===== config.mk =====
export PLATFORM = sky130hd
export DESIGN_NAME = fetch_issue_sequencer
export DESIGN_NICKNAME = d
export VERILOG_FILES = /design/src/rtl/cpu_ctrl_pkg.sv /design/src/rtl/irq_prio_latch.sv /design/src/rtl/fetch_issue_sequencer.sv
export SDC_FILE = /design/constraint.sdc
export NUM_CORES = 1
export LEC_CHECK = 0
export CAP_MARGIN = 10
export CORE_MARGIN = 2
export CORE_UTILIZATION = 33
export CTS_BUF_LIST = sky130_fd_sc_hd__clkbuf_4
export DETAILED_ROUTE_END_ITERATION = 8
export PLACE_DENSITY = 0.59
export SETUP_SLACK_MARGIN = 0.4
export SYNTH_ARGS = -nofsm -noshare
export SYNTH_HDL_FRONTEND = slang
export SYNTH_SLANG_ARGS = --single-unit
export TNS_END_PERCENT = 50

===== constraint.sdc =====
create_clock -name clk -period 2.1 [get_ports clk]
set_clock_uncertainty 0.1 [all_clocks]
set_input_delay 0.21 -clock clk [delete_from_list [all_inputs] [get_ports clk]]
set_output_delay 0.21 -clock clk [all_outputs]
set_load 0.02 [all_outputs]

===== src/rtl/cpu_ctrl_pkg.sv =====
// Shared control-path definitions: fetch FSM state encoding, opcode and branch
// constants used by both the sequencer and the decoder.
package cpu_ctrl_pkg;
  localparam logic [1:0] RESET     = 2'd0;
  localparam logic [1:0] FETCH     = 2'd1;
  localparam logic [1:0] FETCH_IMM = 2'd2;
  localparam logic [1:0] S_INTR    = 2'd3;

  typedef enum logic [1:0] {
    ST_RESET     = RESET,
    ST_FETCH     = FETCH,
    ST_FETCH_IMM = FETCH_IMM,
    ST_INTR      = S_INTR
  } state_t;

  localparam int IMM_OPCODE_DEF = 12;

  localparam logic [3:0] OP_NOP = 4'h0;
  localparam logic [3:0] OP_IMM = 4'hC;
  localparam logic [3:0] OP_RTI = 4'hF;

  localparam logic [1:0] BR_NONE = 2'd0;
  localparam logic [1:0] BR_COND = 2'd1;
  localparam logic [1:0] BR_JUMP = 2'd2;
  localparam logic [1:0] BR_RTI  = 2'd3;

  function automatic int id_width(input int n);
    return (n > 1) ? $clog2(n) : 1;
  endfunction
endpackage


===== src/rtl/irq_prio_latch.sv =====
// Edge-latched interrupt pending bits with mask gating and a fixed-priority
// encoder; line 0 wins.
module irq_prio_latch #(
  parameter int NUM_IRQ = 2,
  parameter int ID_W    = 1
) (
  input  logic               clk,
  input  logic               rst,
  input  logic [NUM_IRQ-1:0] i_irq,
  input  logic [NUM_IRQ-1:0] i_mask,
  input  logic               i_ack,
  input  logic [ID_W-1:0]    i_ack_id,
  output logic               o_eligible_any,
  output logic [ID_W-1:0]    o_winner
);
  logic [NUM_IRQ-1:0] r_prev;
  logic [NUM_IRQ-1:0] r_pend;
  logic [NUM_IRQ-1:0] w_rise;
  logic [NUM_IRQ-1:0] w_clr;
  logic [NUM_IRQ-1:0] w_elig;

  assign w_rise = i_irq & ~r_prev;
  assign w_elig = r_pend & i_mask;
  assign o_eligible_any = |w_elig;

  always_comb begin
    w_clr = '0;
    for (int i = 0; i < NUM_IRQ; i++)
      w_clr[i] = i_ack && (i_ack_id == ID_W'(i));
  end

  // Scan high to low so the lowest eligible index is the last one written.
  always_comb begin
    o_winner = '0;
    for (int i = NUM_IRQ - 1; i >= 0; i--)
      if (w_elig[i]) o_winner = ID_W'(i);
  end

  // Clear beats a coincident edge: a re-edge on a line being acked is absorbed.
  always_ff @(posedge clk or posedge rst) begin
    if (rst) begin
      r_prev <= '0;
      r_pend <= '0;
    end else begin
      r_prev <= i_irq;
      r_pend <= (r_pend | w_rise) & ~w_clr;
    end
  end
endmodule


===== src/rtl/fetch_issue_sequencer.sv =====
// Fetch/issue sequencing FSM: immediate-word fetch, prioritised interrupt
// acceptance with multi-cycle entry, and stall/flush handling.
module fetch_issue_sequencer
  import cpu_ctrl_pkg::*;
#(
  parameter int OPCODE_W      = 4,
  parameter int IMM_OPCODE    = IMM_OPCODE_DEF,
  parameter int IMM_WORDS     = 1,
  parameter int NUM_IRQ       = 2,
  parameter int IRQ_ENTRY_CYC = 2
) (
  input  logic                clk,
  input  logic                rst,
  input  logic [OPCODE_W-1:0] opcode,
  input  logic                stall,
  input  logic                flush,
  input  logic [NUM_IRQ-1:0]  irq,
  input  logic [NUM_IRQ-1:0]  irq_mask,
  input  logic                rti_done,
  output logic                PC_Write_En,
  output logic                IF_ID_Write_En,
  output logic                Inject_Bubble,
  output logic                Inject_Int,
  output logic [((NUM_IRQ > 1) ? $clog2(NUM_IRQ) : 1)-1:0] irq_id,
  output logic                irq_ack,
  output logic                in_service
);
  localparam int ID_W  = id_width(NUM_IRQ);
  localparam int CNT_W = 3;

  state_t             r_state, w_state_nx;
  logic [CNT_W-1:0]   r_imm_cnt, w_imm_nx;
  logic [CNT_W-1:0]   r_int_cnt, w_int_nx;
  logic               r_in_service;
  logic [ID_W-1:0]    r_irq_id;
  logic               w_accept;
  logic               w_elig_any;
  logic [ID_W-1:0]    w_winner;
  logic               w_is_imm;

  assign w_is_imm = (opcode == OPCODE_W'(IMM_OPCODE));

  irq_prio_latch #(.NUM_IRQ(NUM_IRQ), .ID_W(ID_W)) u_irq (
    .clk            (clk),
    .rst            (rst),
    .i_irq          (irq),
    .i_mask         (irq_mask),
    .i_ack          (w_accept),
    .i_ack_id       (w_winner),
    .o_eligible_any (w_elig_any),
    .o_winner       (w_winner)
  );

  always_ff @(posedge clk or posedge rst) begin
    if (rst) begin
      r_state      <= ST_RESET;
      r_imm_cnt    <= '0;
      r_int_cnt    <= '0;
      r_in_service <= 1'b0;
      r_irq_id     <= '0;
    end else begin
      r_state   <= w_state_nx;
      r_imm_cnt <= w_imm_nx;
      r_int_cnt <= w_int_nx;
      if (w_accept) begin
        r_in_service <= 1'b1;
        r_irq_id     <= w_winner;
      end else if (rti_done) begin
        r_in_service <= 1'b0;
      end
    end
  end

  always_comb begin
    w_state_nx     = r_state;
    w_imm_nx       = r_imm_cnt;
    w_int_nx       = r_int_cnt;
    w_accept       = 1'b0;
    PC_Write_En    = 1'b1;
    IF_ID_Write_En = 1'b1;
    Inject_Bubble  = 1'b0;
    Inject_Int     = 1'b0;
    case (r_state)
      ST_RESET: begin
        Inject_Bubble = 1'b1;
        w_state_nx    = ST_FETCH;
      end
      ST_FETCH: begin
        if (stall) begin
          PC_Write_En    = 1'b0;
          IF_ID_Write_En = 1'b0;
        end else if (flush) begin
          Inject_Bubble = 1'b1;
        end else if (w_elig_any && !r_in_service) begin
          Inject_Int = 1'b1;
          w_accept   = 1'b1;
          w_int_nx   = CNT_W'(1);
          w_state_nx = ST_INTR;
        end else if (w_is_imm) begin
          IF_ID_Write_En = 1'b0;
          Inject_Bubble  = 1'b1;
          w_imm_nx       = CNT_W'(1);
          w_state_nx     = ST_FETCH_IMM;
        end
      end
      ST_FETCH_IMM: begin
        if (stall) begin
          PC_Write_En    = 1'b0;
          IF_ID_Write_En = 1'b0;
        end else if (flush) begin
          Inject_Bubble = 1'b1;
          w_state_nx    = ST_FETCH;
        end else if (r_imm_cnt < CNT_W'(IMM_WORDS)) begin
          IF_ID_Write_En = 1'b0;
          Inject_Bubble  = 1'b1;
          w_imm_nx       = r_imm_cnt + CNT_W'(1);
        end else begin
          w_state_nx = ST_FETCH;
        end
      end
      ST_INTR: begin
        // PC loads the vector only on the last entry cycle.
        Inject_Bubble = 1'b1;
        Inject_Int    = 1'b1;
        if (stall) begin
          PC_Write_En    = 1'b0;
          IF_ID_Write_En = 1'b0;
        end else if (r_int_cnt == CNT_W'(IRQ_ENTRY_CYC)) begin
          w_state_nx = ST_FETCH;
        end else begin
          PC_Write_En = 1'b0;
          w_int_nx    = r_int_cnt + CNT_W'(1);
        end
      end
      default: w_state_nx = ST_FETCH;
    endcase
    if (rst) begin
      PC_Write_En    = 1'b0;
      IF_ID_Write_En = 1'b0;
      Inject_Bubble  = 1'b1;
      Inject_Int     = 1'b0;
      w_accept       = 1'b0;
    end
  end

  assign irq_ack    = w_accept;
  assign irq_id     = r_irq_id;
  assign in_service = r_in_service;
endmodule


==> results.md, run 1 <==
- Die X: between 50 and 60 um
- Clk Latency, worst-skew pair: 300 ps
- CTS tree: done
- Yosys warnings: 0
- Endpoints failing setup: 0
- Uppermost layer routed: met4
- Initial core utilization: 0.3513
- M1 WL: 1070 um
- Root buf cell: clkbuf_4
- Synth Net Count: 120
- Max_cap viols: 0
- Fraction of registers with async set/reset: 1.000
- Die area: around 0.0034 mm2
- Leakage: 0.7376 nW
- CTS Buf Count: 3
- Slew HR: 0.7604
- Critical Path RT: 1790 ps
- I/O Pins: 20
- Arrival time worst endpoint: 1610 ps
- DR WL met3: between 100 and 150 um
- Slew @ Worst Pin: ~360 ps
- Post-Syn Instances: 100
- Number of port buffers: 19
- Gr usage total: 0.1757
- Hold-fix buffers, CTS: 0
- CP max-delay cell: dfrtp_1
- First-pass GRT wire length: roughly 4500 um
- Vias in the first global route: between 1000 and 1500
- #FFs+latches synth: 14
- Routability Congestion: 0.8620
- Via/cell ratio: 5.200
- R2R setup slack: between 200 and 250 ps
- Setup slack after layout: about 180 ps
- Setup CP Type: reg -> out
- Fraction of layout cells with a size suffix above 1: 0.4805
- Worst min path class: in -> async
- Clock Pin Slew Worst Setup and Hold Paths: 100 ps
- Synth Flop Type: dfrtp_1
- Drt total wl: approximately 2600 um
- Register area share after synthesis: 0.3585
- Avg Cell Area, Syn: just under 10 um2
- Worst slack, placed: -199.6 ps
- Max Clk Rate: around 0.52 GHz
- Die boundary height: approximately 60 um
- Status: complete, no violations
- Tot Pwr: roughly 1.8 mW
- Slew Viols, Final: 0
- H-tree level count: 1
- Post-Syn Area: 977.2 um2
- Peak supply drop: just over 600 uV
- Distinct cells, synth: 39
- Worst-path maximum fanout: 3
- Initial antenna violation count: 0
- Drt first-iter violations: 47
- Nets: 175
- DRC viols: 0
- Via count: 962
- Final Hold Vio Count: 0
- ANT nets after route: 0
- Worst-path cell chain: inv_2, ha_2, o211ai_1, a21oi_1, a311o_1, buf_6
- Layout Area Growth over Synthesis: 63.64%
- Largest net degree at the start of global routing: 12
- Post-synth EDFFs: 0
- Clock Sinks: 14
- Drt wl/cell: 14.24 um
- Post-DP HPWL: 1841 um
- Routed wl met2: 1351 um
- Rows: 19
- Critical Path Sink Type: primary output
- Min Tclk post-route: about 1900 ps
- RSZ-0062 raised after global routing: true
- CTS Buffer Depth: 2
- Drt first pass iters: 4
- Critical Path Source Type: flop
- ANT cells: 0
- CP max stage delay: between 400 and 500 ps
- Pwr/cell area: approximately 1100 mW/mm2
- Crit share post-route: 0.9139
- Total core area: 0.002781 mm2
- Grt total ovfl: 0
registers in the layout, summed over array words and instances, names as in the netlist:
register / flops
in_service: 1
u_irq.r_prev: 2
u_irq.r_pend: 2
irq_id: 1
r_state: 2
r_imm_cnt: 3
r_int_cnt: 3
per-layer routing:
metal	track usage	vias up
li1	-	465
met1	0.1997	469
met2	0.2921	21
met3	0.05275	7
met4	0.09967	0
met5	0	-
final cells by class:
cell class                 count  area [um2]
fill                         253        1182
clock buffer                   3       22.52
sequential                    14       354.1
clock inverter                 1       3.754
timing repair buffer          55       467.9
tap                           31       38.79
multi-input combinational     69       664.4
inverter                      12       47.55
synth_stat cells, types with 2 or more instances:
cell	count	area (um2)
buf_2	3	15.01
mux2_1	3	33.78
nor2_1	4	15.01
nor2b_1	2	12.51
nand2_1	6	22.52
nor3_1	4	20.02
dfrtp_1	14	350.3
nand2b_1	4	25.02
a22o_1	2	17.52
mux2i_1	2	20.02
a21oi_1	9	45.04
ha_1	7	87.58
o21ai_0	2	10.01
a21o_1	3	22.52
inv_1	11	41.29
per-stage QoR:
step / area, um2 / TNS, ps / util / hold WS [ps] / cells
global route: 1599 / 0 / 0.5749 / 218.5 / 185
CTS: 1567 / 0 / 0.5632 / 186.4 / 184
finish: 1599 / 0 / 0.5749 / 198.7 / 185
global placement: 1346 / -526.1 / 0.4840 / 376.2 / 165
detailed placement: 1346 / -509.9 / 0.4840 / 379.1 / 165
floorplan: 1003 / 0 / - / 18.48 / 100
worst max-delay path: cells and delay by family, from the launching register on:
family / cells / cell delay [ps]
DFF: 1 / 410
AOI/OAI and AO/OA: 3 / 490
adders and majority gates: 1 / 200
buffers and inverters: 2 / 210
cells in the final DEF (no fill, tap or decap), drive strengths merged, types with 2 or more instances in the layout:
master,Yosys,final
a21o,3,3
a21oi,9,9
a22o,2,2
a22oi,2,2
buf,4,41
clkbuf,1,3
clkdlybuf4s50,0,12
dfrtp,14,14
dlygate4sd2,0,2
ha,7,7
inv,12,12
mux2,4,4
mux2i,2,2
nand2,6,6
nand2b,4,4
nor2,4,4
nor2b,2,2
nor3,4,4
o21ai,4,4
kinds of logic after synthesis:
logic type,after synthesis,synth area share
DFF,14,0.3585
buffers and inverters,17,0.07681
AOI/OAI and AO/OA,29,0.2471
adders and majority gates,7,0.08962
and+or+nand+nor,27,0.1575
muxes,6,0.07042
report_power, final:
group / leakage (nW) / switching [mW] / internal, mW
Combinational: 0.565 / 0.528 / 0.673
Clock: 0.0154 / 0.106 / 0.0694
Sequential: 0.158 / 0.0804 / 0.350
Total: 0.738 / 0.715 / 1.09
what timing repair did:
action	in CTS	in global routing
resized for setup	49	6
setup buffers	15	1
setup endpoints to repair	14	14
pin swaps	11	3
final timing paths:
path / start / to / cells past startpoint
max in group asynchronous: rst / r_int_cnt[2]$_DFFE_PP0P_ / 4
max: r_state[0]$_DFFE_PP0P_ / Inject_Bubble / 6
min in group clk: irq[1] / u_irq.r_prev[1]$_DFF_PP0_ / 1
max reg2reg: r_state[0]$_DFFE_PP0P_ / r_state[1]$_DFFE_PP0P_ / 7
min: rst / r_imm_cnt[2]$_DFFE_PP0P_ / 3
min reg2reg: irq_id$_DFFE_PP0P_ / irq_id$_DFFE_PP0P_ / 1
Note: power is estimated with default switching activity, not from simulation.
==> run 2, diff against run 1 <==
--- a/config.mk
+++ b/config.mk
@@ -7,10 +7,11 @@
 export LEC_CHECK = 0
 export CAP_MARGIN = 10
 export CORE_MARGIN = 2
-export CORE_UTILIZATION = 33
+export CORE_UTILIZATION = 52
 export CTS_BUF_LIST = sky130_fd_sc_hd__clkbuf_4
 export DETAILED_ROUTE_END_ITERATION = 8
-export PLACE_DENSITY = 0.59
+export PLACE_DENSITY = 0.85
+export RECOVER_POWER = 50
 export SETUP_SLACK_MARGIN = 0.4
 export SYNTH_ARGS = -nofsm -noshare
 export SYNTH_HDL_FRONTEND = slang
==> run 2 against run 1 <==
- non-clock buffer count shrank 2
- first-iteration DRC count shrank 32%
- clock-buffer cell count is the same
- die area shrank 34%
- fmax grew 0.60%
- via count grew 7.4%
- routed wire length grew 18%
- cell count shrank 4.3%
- utilization grew 33 points
- combinational power grew 6%
- clock power shrank 8%
- critical endpoint unchanged
- register-to-register slack lost 30 ps
==> results.md, run 2 (synthesized netlist as in run 1, its figures left out) <==
- Hold-fix buffers, CTS: 0 (unchanged)
- Tot Pwr: 1.868 mW (was 1.808 mW)
- Layout Area Growth over Synthesis: 61.33% (was 63.64%)
- Die boundary height: 47.35 um (was 58.42 um)
- Post-DP HPWL: 1911 um (was 1841 um)
- Final core occ: 0.9032 (was 0.5749)
- HP Start: irq_mask[1]
- Largest registers: r_imm_cnt: 3 flops, r_int_cnt: 3 flops (unchanged)
- Arrival time worst endpoint: 1600 ps (was 1610 ps)
- Drt total wl: 3116 um (was 2634 um)
- Worst min path class: in -> reg (was in -> async)
- Fraction of layout cells with a size suffix above 1: 0.4474 (was 0.4805)
- DRC viols: 0 (unchanged)
- Via/cell ratio: 5.836 (was 5.200)
- Gr usage total: 0.2912 (was 0.1757)
- RR Endpoint: r_state[0]$_DFFE_PP0P_ (was r_state[1]$_DFFE_PP0P_)
- Root buf cell: clkbuf_4 (unchanged)
- R2R setup slack: 210 ps (was 240 ps)
- Rows: 15 (was 19)
- Clock Pin Slew Worst Setup and Hold Paths: 80 ps (was 100 ps)
- Switching power: 0.7567 mW (was 0.7150 mW)
- Total core area: 0.001745 mm2 (was 0.002781 mm2)
- Via count: 1033 (was 962)
- ANT nets after route: 0 (unchanged)
- Slew @ Worst Pin: 511.8 ps (was 356.6 ps)
- Endpoints failing setup: 0 (unchanged)
- Routability Congestion: 0.7942 (was 0.8620)
- FILL cells: 80 (was 253)
- Largest net degree at the start of global routing: 9 (was 12)
- Sequential share of power: 0.232 (was 0.238)
- Hold EP: u_irq.r_pend[0]$_DFF_PP0_
- Pwr/cell area: 1185 mW/mm2 (was 1131 mW/mm2)
- Worst-path maximum fanout: 3 (unchanged)
- Status: complete, no violations (unchanged)
- Min Tclk post-route: 1908 ps (was 1919 ps)
- Critical Path RT: 1790 ps (about the same)
- Setup CP Type: in -> out (was reg -> out)
- Most common cell after layout, fill and taps aside: buf_4 (unchanged)
- Drt wl/cell: 17.60 um (was 14.24 um)
- CTS Buf Count: 3 (unchanged)
- Drt first-iter violations: 32 (was 47)
- Slew HR: 0.6562 (was 0.7604)
- Worst flop-to-flop path startpoint: r_state[0]$_DFFE_PP0P_ (unchanged)
- Sw Ratio: 0.4052 (was 0.3956)
- Die area: 0.002242 mm2 (was 0.003412 mm2)
- Number of port buffers: 19 (unchanged)
- Max_cap viols: 0 (unchanged)
- Hold depth: 5
- Internal power: 1.111 mW (was 1.093 mW)
- First-pass GRT wire length: 4443 um (was 4464 um)
- Combinational power share: 0.681 (was 0.665)
- H-tree level count: 1 (unchanged)
- Die X: 47.35 um (was 58.42 um)
- Final Hold Vio Count: 0 (unchanged)
- Commonest cells after routing, fill and taps aside: buf_4 (26), dfrtp_1 (12), inv_1 (9), clkdlybuf4s50_1 (9), buf_6 (9) (was buf_4 (35), clkdlybuf4s50_1 (12), dfrtp_1 (11))
- Initial core utilization: 0.5599 (was 0.3513)
- Leakage: 0.7165 nW (was 0.7376 nW)
- Drt first pass iters: 4 (unchanged)
- Worst R2R Path Depth: 7 (unchanged)
- Nets: 173 (was 175)
- Clock Sinks: 14 (unchanged)
- ANT cells: 0 (unchanged)
- Peak supply drop: 922.0 uV (was 608.9 uV)
- Max Clk Rate: 0.5241 GHz (was 0.5210 GHz)
- Crit share post-route: 0.9085 (was 0.9139)
- Grt total ovfl: 0 (unchanged)
- CTS Buffer Depth: 2 (unchanged)
- Clk Latency, worst-skew pair: 290 ps (was 300 ps)
- Slew Viols, Final: 0 (unchanged)
- Clock power share: 0.087 (was 0.097)
- Initial antenna violation count: 0 (unchanged)
- Critical Path Sink Type: primary output (unchanged)
- I/O Pins: 20 (unchanged)
- Critical Path Source Type: primary input (was flop)
- RSZ-0062 raised after global routing: true (unchanged)
- CTS tree: done (unchanged)
- Vias in the first global route: 1016 (was 1031)
[run 2: cell count changes in the layout (fill, tap and decap cells not counted), sizes merged]
| cell | before | now |
|---|---|---|
| clkdlybuf4s50 | 12 | 9 |
| clkbuf | 3 | 6 |
| buf | 41 | 36 |
| dlygate4sd3 | 0 | 3 |
[run 2: critical path, cell delays in order]
cell             delay (ps)
clkdlybuf4s50_1         460
and4bb_2                270
o21ai_4                  80
nand2b_1                 80
a311o_1                 360
buf_6                   140
[run 2: metal layers]
| layer | wire (um) | part of all wire | GRT usage |
|---|---|---|---|
| met3 | 186 | 0.060 | 0.08077 |
| met4 | 96 | 0.031 | 0.1222 |
| met5 | 0 | 0 | 0 |
| met2 | 1645 | 0.53 | 0.5135 |
| met1 | 1188 | 0.38 | 0.3261 |
[run 2: worst max-delay path by stage]
stage / start / endpoint / slack (ps) / cells after the start
floorplan: r_state[1]$_DFFE_PP0P_ / r_int_cnt[0]$_DFFE_PP0P_ / 290 / 7
global placement: irq_mask[0] / Inject_Int / -170 / 6
detailed placement: irq_mask[1] / Inject_Int / -180 / 6
CTS: r_state[0]$_DFFE_PP0P_ / r_imm_cnt[2]$_DFFE_PP0P_ / 210 / 6
global route: r_imm_cnt[2]$_DFFE_PP0P_ / IF_ID_Write_En / 110 / 5
finish: opcode[0] / Inject_Bubble / 190 / 6
[run 2: stage by stage]
stage / cell area, um2 / setup TNS (ps) / setup WS, ps / cells / hold WS, ps
3_5_place_dp: 1331 / -631.8 / -177.1 / 158 / 414.2
5_1_grt: 1577 / 0 / 109.5 / 177 / 405.3
2_1_floorplan: 1003 / 0 / 288.8 / 100 / 18.48
4_1_cts: 1499 / 0 / 209.2 / 174 / 289.1
3_3_place_gp: 1331 / -518.6 / -169.5 / 158 / 372.2
6_report: 1577 / 0 / 192.1 / 177 / 388.2
[run 2: final cells by class]
cell class	instances	area, um2	area share
clock buffers	3	22.52	0.01429
clock inverters	1	3.754	0.002381
inverters	12	45.04	0.02857
multi-input cells	69	670.6	0.4254
flip-flops and latches	14	352.8	0.2238
well taps	25	31.28	0.01984
repair buffers	53	450.4	0.2857
[run 2: power groups by stage]
stage / sequential (mW) / combinational, mW / clock (mW)
after floorplan: 0.428 / 0.573 / 0
after global placement: 0.426 / 0.819 / 0
after detailed placement: 0.432 / 0.855 / 0
after CTS: 0.425 / 1.09 / 0.160
after global routing: 0.440 / 1.35 / 0.178
final: 0.433 / 1.27 / 0.162
[run 2: what timing repair did]
item                                   4_1_cts  5_1_grt
endpoints found under the hold margin        0        0
resized for setup                           45       14
pin swaps                                    8        5
setup endpoints to repair                   15       14
buffers inserted                            12        3
